===== src/rtl/mem_port_arbiter_pkg.sv =====
// rtl/mem_port_arbiter_pkg.sv - shared state encodings and counter width for the memory port arbiter
package mem_port_arbiter_pkg;

    localparam int CNT_W = 4;

    typedef logic [CNT_W-1:0] cnt_t;

    typedef enum logic [1:0] {
        ST_IDLE  = 2'd0,
        ST_ISSUE = 2'd1,
        ST_WAIT  = 2'd2
    } state_e;

endpackage


===== src/rtl/mux_16w_2_1.sv =====
// rtl/mux_16w_2_1.sv - 16-bit two-input multiplexer, Sel=1 picks in1_i
module mux_16w_2_1 (
    input  logic [15:0] in0_i,
    input  logic [15:0] in1_i,
    input  logic        Sel,
    output logic [15:0] out_o
);

    assign out_o = Sel ? in1_i : in0_i;

endmodule


===== src/rtl/mem_port_arbiter.sv =====
// rtl/mem_port_arbiter.sv - two-requester round-robin arbiter for a single memory port with wait timeout
module mem_port_arbiter
    import mem_port_arbiter_pkg::*;
#(
    parameter int TIMEOUT = 15
) (
    input  logic        clk,
    input  logic        rst,
    input  logic        a_req,
    input  logic        b_req,
    input  logic        a_wr,
    input  logic        b_wr,
    input  logic [15:0] a_addr,
    input  logic [15:0] b_addr,
    input  logic [15:0] a_wdata,
    input  logic [15:0] b_wdata,
    output logic        a_gnt,
    output logic        b_gnt,
    output logic        a_done,
    output logic        b_done,
    output logic [15:0] rdata,
    output logic        err,
    output logic        mem_en,
    output logic        mem_wr,
    output logic [15:0] mem_addr,
    output logic [15:0] mem_wdata,
    input  logic [15:0] mem_rdata,
    input  logic        mem_done
);

    // WAIT is abandoned in the cycle the counter would step onto TIMEOUT,
    // so an unanswered access spends exactly TIMEOUT cycles in WAIT.
    localparam cnt_t TMO_LAST = cnt_t'(TIMEOUT - 1);

    state_e state_q, state_d;
    logic   sel_q, sel_d;
    logic   last_q, last_d;
    cnt_t   cnt_q, cnt_d;
    logic   a_gnt_q, a_gnt_d;
    logic   b_gnt_q, b_gnt_d;
    logic   finish;
    logic   timeout;

    assign timeout = (cnt_q == TMO_LAST);

    always_comb begin
        state_d = state_q;
        sel_d   = sel_q;
        last_d  = last_q;
        cnt_d   = cnt_q;
        finish  = 1'b0;
        case (state_q)
            ST_IDLE: begin
                if (a_req || b_req) begin
                    sel_d   = (a_req && b_req) ? ~last_q : b_req;
                    state_d = ST_ISSUE;
                end
            end
            ST_ISSUE: begin
                cnt_d   = '0;
                state_d = ST_WAIT;
            end
            ST_WAIT: begin
                if (mem_done || timeout) begin
                    finish  = 1'b1;
                    last_d  = sel_q;
                    state_d = ST_IDLE;
                end else begin
                    cnt_d = cnt_q + 1'b1;
                end
            end
            default: state_d = ST_IDLE;
        endcase
    end

    assign a_gnt_d = (state_d != ST_IDLE) && !sel_d;
    assign b_gnt_d = (state_d != ST_IDLE) &&  sel_d;

    always_ff @(posedge clk) begin
        if (rst) begin
            state_q <= ST_IDLE;
            sel_q   <= 1'b0;
            last_q  <= 1'b1;
            cnt_q   <= '0;
            a_gnt_q <= 1'b0;
            b_gnt_q <= 1'b0;
        end else begin
            state_q <= state_d;
            sel_q   <= sel_d;
            last_q  <= last_d;
            cnt_q   <= cnt_d;
            a_gnt_q <= a_gnt_d;
            b_gnt_q <= b_gnt_d;
        end
    end

    // Outputs are held quiet while rst is high, not just after the reset edge.
    assign a_gnt  = a_gnt_q && !rst;
    assign b_gnt  = b_gnt_q && !rst;
    assign a_done = finish && !sel_q && !rst;
    assign b_done = finish &&  sel_q && !rst;
    assign err    = finish && !mem_done && !rst;
    assign mem_en = (state_q == ST_ISSUE) && !rst;
    assign mem_wr = mem_en && (sel_q ? b_wr : a_wr);
    assign rdata  = mem_rdata;

    mux_16w_2_1 u_addr_mux (
        .in0_i (a_addr),
        .in1_i (b_addr),
        .Sel   (sel_q),
        .out_o (mem_addr)
    );

    mux_16w_2_1 u_wdata_mux (
        .in0_i (a_wdata),
        .in1_i (b_wdata),
        .Sel   (sel_q),
        .out_o (mem_wdata)
    );

endmodule

===== config.mk =====
export PLATFORM = sky130hd
export DESIGN_NAME = mem_port_arbiter
export DESIGN_NICKNAME = d
export VERILOG_FILES = /design/src/rtl/mem_port_arbiter_pkg.sv /design/src/rtl/mux_16w_2_1.sv /design/src/rtl/mem_port_arbiter.sv
export SDC_FILE = /design/constraint.sdc
export NUM_CORES = 1
export LEC_CHECK = 0
export ABC_CLOCK_PERIOD_IN_PS = 1680
export CAP_MARGIN = 20
export CORE_ASPECT_RATIO = 1.5
export CORE_MARGIN = 1.5
export CORE_UTILIZATION = 22
export DETAILED_ROUTE_END_ITERATION = 12
export GPL_TIMING_DRIVEN = 1
export PLACE_DENSITY_LB_ADDON = 0.15
export SYNTH_ARGS = -nofsm -noshare
export SYNTH_HDL_FRONTEND = slang
export SYNTH_SLANG_ARGS = --single-unit

===== constraint.sdc =====
create_clock -name clk -period 1.68 [get_ports clk]
set_input_delay 0.336 -clock clk [delete_from_list [all_inputs] [get_ports clk]]
set_output_delay 0.336 -clock clk [all_outputs]
set_load 0.03 [all_outputs]

==> summary.json <==
{
  "outcome": {"value": "completed"},
  "postSynthAreaPerCell": {"value": 9.116, "unit": "µm²"},
  "tritoncts": {"value": "done"},
  "synth_compound_area_share": {"value": 10.17, "unit": "%"},
  "hold_ws": {"value": 0.4750, "unit": "ns"},
  "cell_internal_pwr": {"value": 847.1, "unit": "µW"},
  "fraction_of_final_layout_cells_with_drive_strength_greater_than_1": {"value": 49.31, "unit": "%"},
  "clock_power_share": {"value": 24.2, "unit": "%"},
  "post_synthesis_net_count": {"value": 201},
  "synthCells": {"value": 112},
  "floorplan.die.height": {"value": 86.44, "unit": "µm"},
  "final_area": {"value": 2290, "unit": "µm²"},
  "dp_hpwl": {"value": 3446, "unit": "µm"},
  "critical_path_required": {"value": 1.34, "unit": "ns"},
  "sum_of_routed_wire_length_over_all_layers": {"value": 4597, "unit": "µm"},
  "critical_path.n_buffers_inverters": {"value": 2},
  "cts_inserted_buffers": {"value": 3},
  "worstReg2RegEnd": {"value": "cnt_q[3]"},
  "power.density": {"value": 556.1, "unit": "nW/µm²"},
  "drt_iter0_markers": {"value": 41},
  "cts_root_buf": {"value": "sky130_fd_sc_hd__clkbuf_8"},
  "route.detailed.drc": {"value": 0},
  "die_width": {"value": 58.62, "unit": "µm"},
  "synth_largest_area_cell": {"value": "sky130_fd_sc_hd__mux2_2"},
  "vdd.ir_drop.worst": {"value": 0.5461, "unit": "mV"},
  "netlist-cell-type-count": {"value": 30},
  "crit_path_top_delay_cell": {"value": "sky130_fd_sc_hd__dfxtp_4"},
  "synth_warnings": {"value": 0},
  "postLayoutCoreUtil": {"value": 50.83, "unit": "%"},
  "timing.rr.start": {"value": "cnt_q[0]"},
  "worst_hold_path.num_cells": {"value": 2},
  "antenna_violating_nets_post_route": {"value": 0},
  "port_buffers": {"value": 109},
  "hold_path_startpoint": {"value": "last_q"},
  "core.rowCount": {"value": 30},
  "power.leakage": {"value": 0.9165, "unit": "nW"},
  "maxClockFrequency": {"value": 602.3, "unit": "MHz"},
  "worst_path_largest_cell_delay": {"value": 0.41, "unit": "ns"},
  "fp.coreArea": {"value": 4504, "unit": "µm²"},
  "cts.clk_slew.worst_paths": {"value": 0.05, "unit": "ns"},
  "worstSetupEndpointType": {"value": "output pin"},
  "synthFlopType": {"value": "sky130_fd_sc_hd__dfxtp_1"},
  "max_cap_viols": {"value": 0},
  "main_combinational_cell_family_by_area_after_synthesis": {"value": "multiplexers"},
  "floorplan.initialDensity": {"value": 22.67, "unit": "%"},
  "postCtsHoldBufs": {"value": 0},
  "critPathLaunchType": {"value": "register"},
  "worst_path_dominant_cell_family": {"value": "flip-flops"},
  "count_of_cells_along_the_worst_register_to_register_path": {"value": 6},
  "layout-area-overhead-vs-synth": {"value": 124.3, "unit": "%"},
  "synth_simple_gate_area_share": {"value": 15.69, "unit": "%"},
  "p_switching": {"value": 426.3, "unit": "µW"},
  "muxShareOfSynthArea": {"value": 37.38, "unit": "%"},
  "gp_congestion": {"value": 0.8035},
  "avgRoutedWirePerCell": {"value": 17.35, "unit": "µm"},
  "min_period": {"value": 1.660, "unit": "ns"},
  "seq_area_frac_synth": {"value": 19.61, "unit": "%"},
  "n_antenna_cell": {"value": 0},
  "synth_common_cells": {"value": "33 x sky130_fd_sc_hd__mux2_2, 16 x sky130_fd_sc_hd__buf_4, 10 x sky130_fd_sc_hd__dfxtp_1, 5 x sky130_fd_sc_hd__nor2_1, 5 x sky130_fd_sc_hd__nor3_1"},
  "setup_viol": {"value": 0},
  "critical_path.cell_chain": {"value": "clkbuf_16, mux2_2, buf_4"},
  "p_seq_share": {"value": 20.7, "unit": "%"},
  "grt_overflow_total": {"value": 0},
  "cts_buffer_depth": {"value": 2},
  "critPathMaxFanout": {"value": 8},
  "finalCritPeriodShare": {"value": 98.83, "unit": "%"},
  "netSwitchingFraction": {"value": 33.48, "unit": "%"},
  "synth_async_sr_flop_share": {"value": 0, "unit": "%"},
  "timing.setup.critical_path_class": {"value": "reg -> out"},
  "pin_count": {"value": 142},
  "mappedNetlistArea": {"value": 1021, "unit": "µm²"},
  "grt_pass1_wl": {"value": 5947, "unit": "µm"},
  "layout.nets": {"value": 307},
  "setup_tns": {"value": 0, "unit": "ns"},
  "hold-path-endpoint": {"value": "last_q"},
  "synth_top_cell_area_share": {"value": 36.40, "unit": "%"},
  "clock-skew-final": {"value": 0.004036, "unit": "ns"},
  "hold_violations": {"value": 0},
  "finalMaxSlewViolations": {"value": 0},
  "clock_insertion_delay_worst_skew": {"value": 0.24, "unit": "ns"},
  "worst_slew_pin_slew": {"value": 0.4287, "unit": "ns"},
  "unrepaired_setup_endpoints_after_global_routing": {"value": "true"},
  "fp.dieArea": {"value": 5067, "unit": "µm²"},
  "cts_htree_levels": {"value": 1},
  "largest_net_degree_at_the_start_of_global_routing": {"value": 18},
  "xor_and_xnor_fraction_of_the_mapped_netlist_area": {"value": 0, "unit": "%"},
  "combinationalPowerShare": {"value": 55.1, "unit": "%"},
  "postSynthRegisterBits": {"value": 10},
  "grt_pass1_vias": {"value": 1233},
  "critical_path_arrival": {"value": 1.32, "unit": "ns"},
  "dr_total_vias": {"value": 1293},
  "antenna_found_initial": {"value": 0},
  "headroom_to_the_max_slew_limit": {"value": 71.36, "unit": "%"},
  "postPlaceCellArea": {"value": 2051, "unit": "µm²"},
  "detail_route.first_pass.iterations": {"value": 4},
  "clock-sinks": {"value": 10},
  "synth.most_common_cell": {"value": "sky130_fd_sc_hd__mux2_2"},
  "via_to_cell_ratio": {"value": 4.879},
  "timing.hold.worst.class": {"value": "reg -> reg"},
  "global_route.usage.total": {"value": 15.28, "unit": "%"},
  "synth_fa_ha_area_share": {"value": 2.451, "unit": "%"},
  "synth.top_cells.by_area": {"value": "sky130_fd_sc_hd__mux2_2 36%, sky130_fd_sc_hd__dfxtp_1 20%, sky130_fd_sc_hd__buf_4 12%, sky130_fd_sc_hd__ha_1 2.5%, sky130_fd_sc_hd__nor2b_1 2.5%"},
  "synth_edf_count": {"value": 0},
  "worst-r2r-setup-slack": {"value": 0.04, "unit": "ns"}
}
[worst reg2reg max path, stage by stage, from the launching register on]
cell and delay (ns):
sky130_fd_sc_hd__dfxtp_2 0.33, sky130_fd_sc_hd__inv_2 0.05, sky130_fd_sc_hd__ha_4 0.16, sky130_fd_sc_hd__a31o_4 0.23, sky130_fd_sc_hd__buf_6 0.12, sky130_fd_sc_hd__or4_4 0.50
sky130_fd_sc_hd__a211oi_2 0.18
[logic make-up after synthesis]
group,count (synthesis)
fa+ha+maj,2
flops,10
compound gates,14
simple gates,29
mux,34
buf+inv,23
[stage by stage]
stage / cells / setup WS (ns) / total power [mW]
2_1_floorplan: 112 / -0.1461 / 0.6520
3_3_place_gp: 257 / -0.1046 / 0.9013
3_5_place_dp: 257 / -0.1570 / 0.9077
4_1_cts: 263 / -0.01156 / 1.238
5_1_grt: 265 / -0.02609 / 1.323
6_report: 265 / 0.01974 / 1.273
[worst max-delay path by stage]
stage | startpoint | to | cells after the start
after floorplan | cnt_q[0] | a_done | 5
after global placement | mem_done | cnt_q[3] | 4
after detailed placement | a_req | a_gnt_q | 4
after CTS | cnt_q[0] | b_done | 6
after global routing | cnt_q[0] | b_done | 6
final | sel_q | mem_addr[5] | 3
[metal layers]
metal | GRT usage [%] | vias to the layer above | part of all wire (%)
met5 | 0 | - | 0
met4 | 2.479 | 0 | 0
met3 | 4.179 | 0 | 11
met2 | 30.75 | 94 | 55
met1 | 15.18 | 598 | 34
li1 | - | 601 | -
[flip-flops by register name, summed over array words and instances, names as in the netlist]
name / count
cnt_q: 4
state_q: 2
a_gnt_q: 1
b_gnt_q: 1
last_q: 1
sel_q: 1
[power groups by stage]
stage / Sequential (mW) / Combinational [mW] / Clock (mW)
after floorplan: 0.261 / 0.391 / 0
after global placement: 0.264 / 0.637 / 0
after detailed placement: 0.265 / 0.643 / 0
after CTS: 0.263 / 0.660 / 0.315
after global routing: 0.266 / 0.737 / 0.320
final: 0.264 / 0.702 / 0.308
[repair_timing]
item / in CTS / in global routing
cloned: 1 / 1
setup endpoints to repair: 35 / 8
buffers inserted: 1 / 1
pin swaps: 3 / 3
gates resized for setup: 10 / 25
[cell usage in the layout (no fill, tap or decap), drive strengths merged]
cell / count
a211oi: 1
a21boi: 1
a21oi: 3
a221oi: 1
a22oi: 1
a31o: 1
a31oi: 2
buf: 52
clkbuf: 5
clkdlybuf4s50: 69
dfxtp: 10
dlygate4sd2: 1
ha: 2
inv: 1
mux2: 33
mux2i: 1
nand2: 3
nand2b: 2
nand3: 3
nor2: 5
nor2b: 4
nor3: 5
nor3b: 3
o211ai: 2
o21ai: 1
o31ai: 1
or2: 1
or3: 1
or3b: 1
or4: 1
[layout make-up]
type / count / area (µm²)
Clock buffer: 4 / 55.05
Fill cell: 438 / 2215
Inverter: 1 / 3.754
Multi-Input combinational cell: 79 / 729.5
Sequential cell: 10 / 209.0
Tap cell: 48 / 60.06
Timing Repair Buffer: 123 / 1232
No activity file was read; power rests on OpenSTA's default activity.
==> patch: new RTL, same settings <==
Reset style: asynchronous (`rst`), changed in one clocked block.
--- a/src/rtl/mem_port_arbiter.sv
+++ b/src/rtl/mem_port_arbiter.sv
@@ -78,3 +78,3 @@
 
-    always_ff @(posedge clk) begin
+    always_ff @(posedge clk or posedge rst) begin
         if (rst) begin
Formal check against the unedited RTL: differs if rst is asserted again (counterexample within 4 cycles, from zero or initial values and one cycle with rst high); with rst held inactive, the same outputs for 10 cycles.
==> patch against the original RTL <==
Critical path depth is 2 higher. Worst setup slack worse by 39 ps. Cell area is 8.5% higher. Largest cell class unchanged. Wire length is 11% higher. Via count is 2.0% higher. The flow now finishes with violations (negative setup slack). Sequential cell count stayed put. Area after synthesis is 7.0% higher.
Power is not compared: it rests on default switching activity, and its combinational part moved more than twofold at a synthesized area within 25%.
==> patch: results (changes against the original RTL) <==
* Status: finished, violations left (was completed)
* Failing checks: negative setup slack
* Vias at 1319 (was 1293)
* TNS Setup at -74.1 ps (was 0 ps)
* Nets at 311 (was 307)
* DP Worst Slack at -131 ps (was -157 ps)
* Met3 wire length at 1070 um (was 494 um)
* Comb_multi_in at 74 (was 79)
* Final setup violation count at 8 (was 0)
* Primary FF master, synth: dfrtp_1 (was dfxtp_1)
* Async SR Flop Fraction at 100% (was 0%)
* CP max-delay cell: dfrtp_1 (was dfxtp_4)
* FP Rows at 31 (was 30)
* Multi-input combinational cell area at 786 um^2 (was 729 um^2)
* Dpl cell area at 2160 um^2 (was 2050 um^2)
* Worst hold-check path type: input pin to asynchronous set/reset pin (was register to register)
* Routability cong. at 0.865 (was 0.804)
* Global-route wire length before repair at 6830 um (was 5950 um)
* Final WL at 5080 um (was 4600 um)
* Seq cells at 10 (unchanged)
* Multi-input combinational area share at 31.6% (was 31.9%)
* Commonest cells in the netlist: mux2_2, buf_4, dfrtp_1 (was mux2_2, buf_4, dfxtp_1)
* Syn_area_per_cell at 9.75 um^2 (was 9.12 um^2)
* Layout Skew at 1.63 ps (was 4.04 ps)
* Vias in the first global route at 1358 (was 1233)
* Routed wl met2 at 2120 um (was 2530 um)
* Met1 WL at 1850 um (was 1570 um)
* Inverters excl. clock at 5 (was 1)
* Largest net degree at the start of global routing at 15 (was 18)
* Ranking of synthesized cells by area: mux2_2, dfrtp_1, buf_4 (was mux2_2, dfxtp_1, buf_4)
* Worst setup slack after layout at -19.6 ps (was 19.7 ps)
* GR met3 Demand/Resource at 13.3% (was 4.18%)
* Post-cts resize count at 35 (was 10)
* Actual slew at the worst max-slew pin at 390 ps (was 429 ps)
* NonClk Buf Share at 51.9% (was 53.8%)
* Worst path arrival time at 1360 ps (was 1320 ps)
* Number of non-clock buffers at 128 (was 123)
* Crit path max fanout at 3 (was 8)
-- patch: changes by cell type after synthesis, moves of 3 or more --
| cell | delta |
|---|---|
| dfrtp_1 | +9 |
| inv_1 | +4 |
| dfxtp_1 | -10 |
| nor3_1 | -3 |
-- patch: logic make-up (layout without fill, tap and decap cells) --
| group | after synthesis | after routing | synth area share (%) |
|---|---|---|---|
| multiplexers | 34 | 34 | 34.9 |
| buffers and inverters | 28 | 137 | 17.1 |
| AND/OR/NAND/NOR | 21 | 21 | 11.5 |
| AO/OA/AOI/OAI | 17 | 17 | 11.2 |
| flip-flops | 10 | 10 | 23.0 |
| adder cells (fa/ha/maj) | 2 | 2 | 2.29 |
-- patch: final timing paths --
path	startpoint	to	slack, ps	cells past startpoint
worst max-delay path	cnt_q[0]	b_done	-20	5
worst min-delay path	rst	cnt_q[1]	510	3
worst max register to register	cnt_q[1]	a_gnt_q	70	6
worst min register to register	last_q	last_q	610	1
max in group asynchronous	rst	last_q	860	3
min in group clk	last_q	last_q	610	1
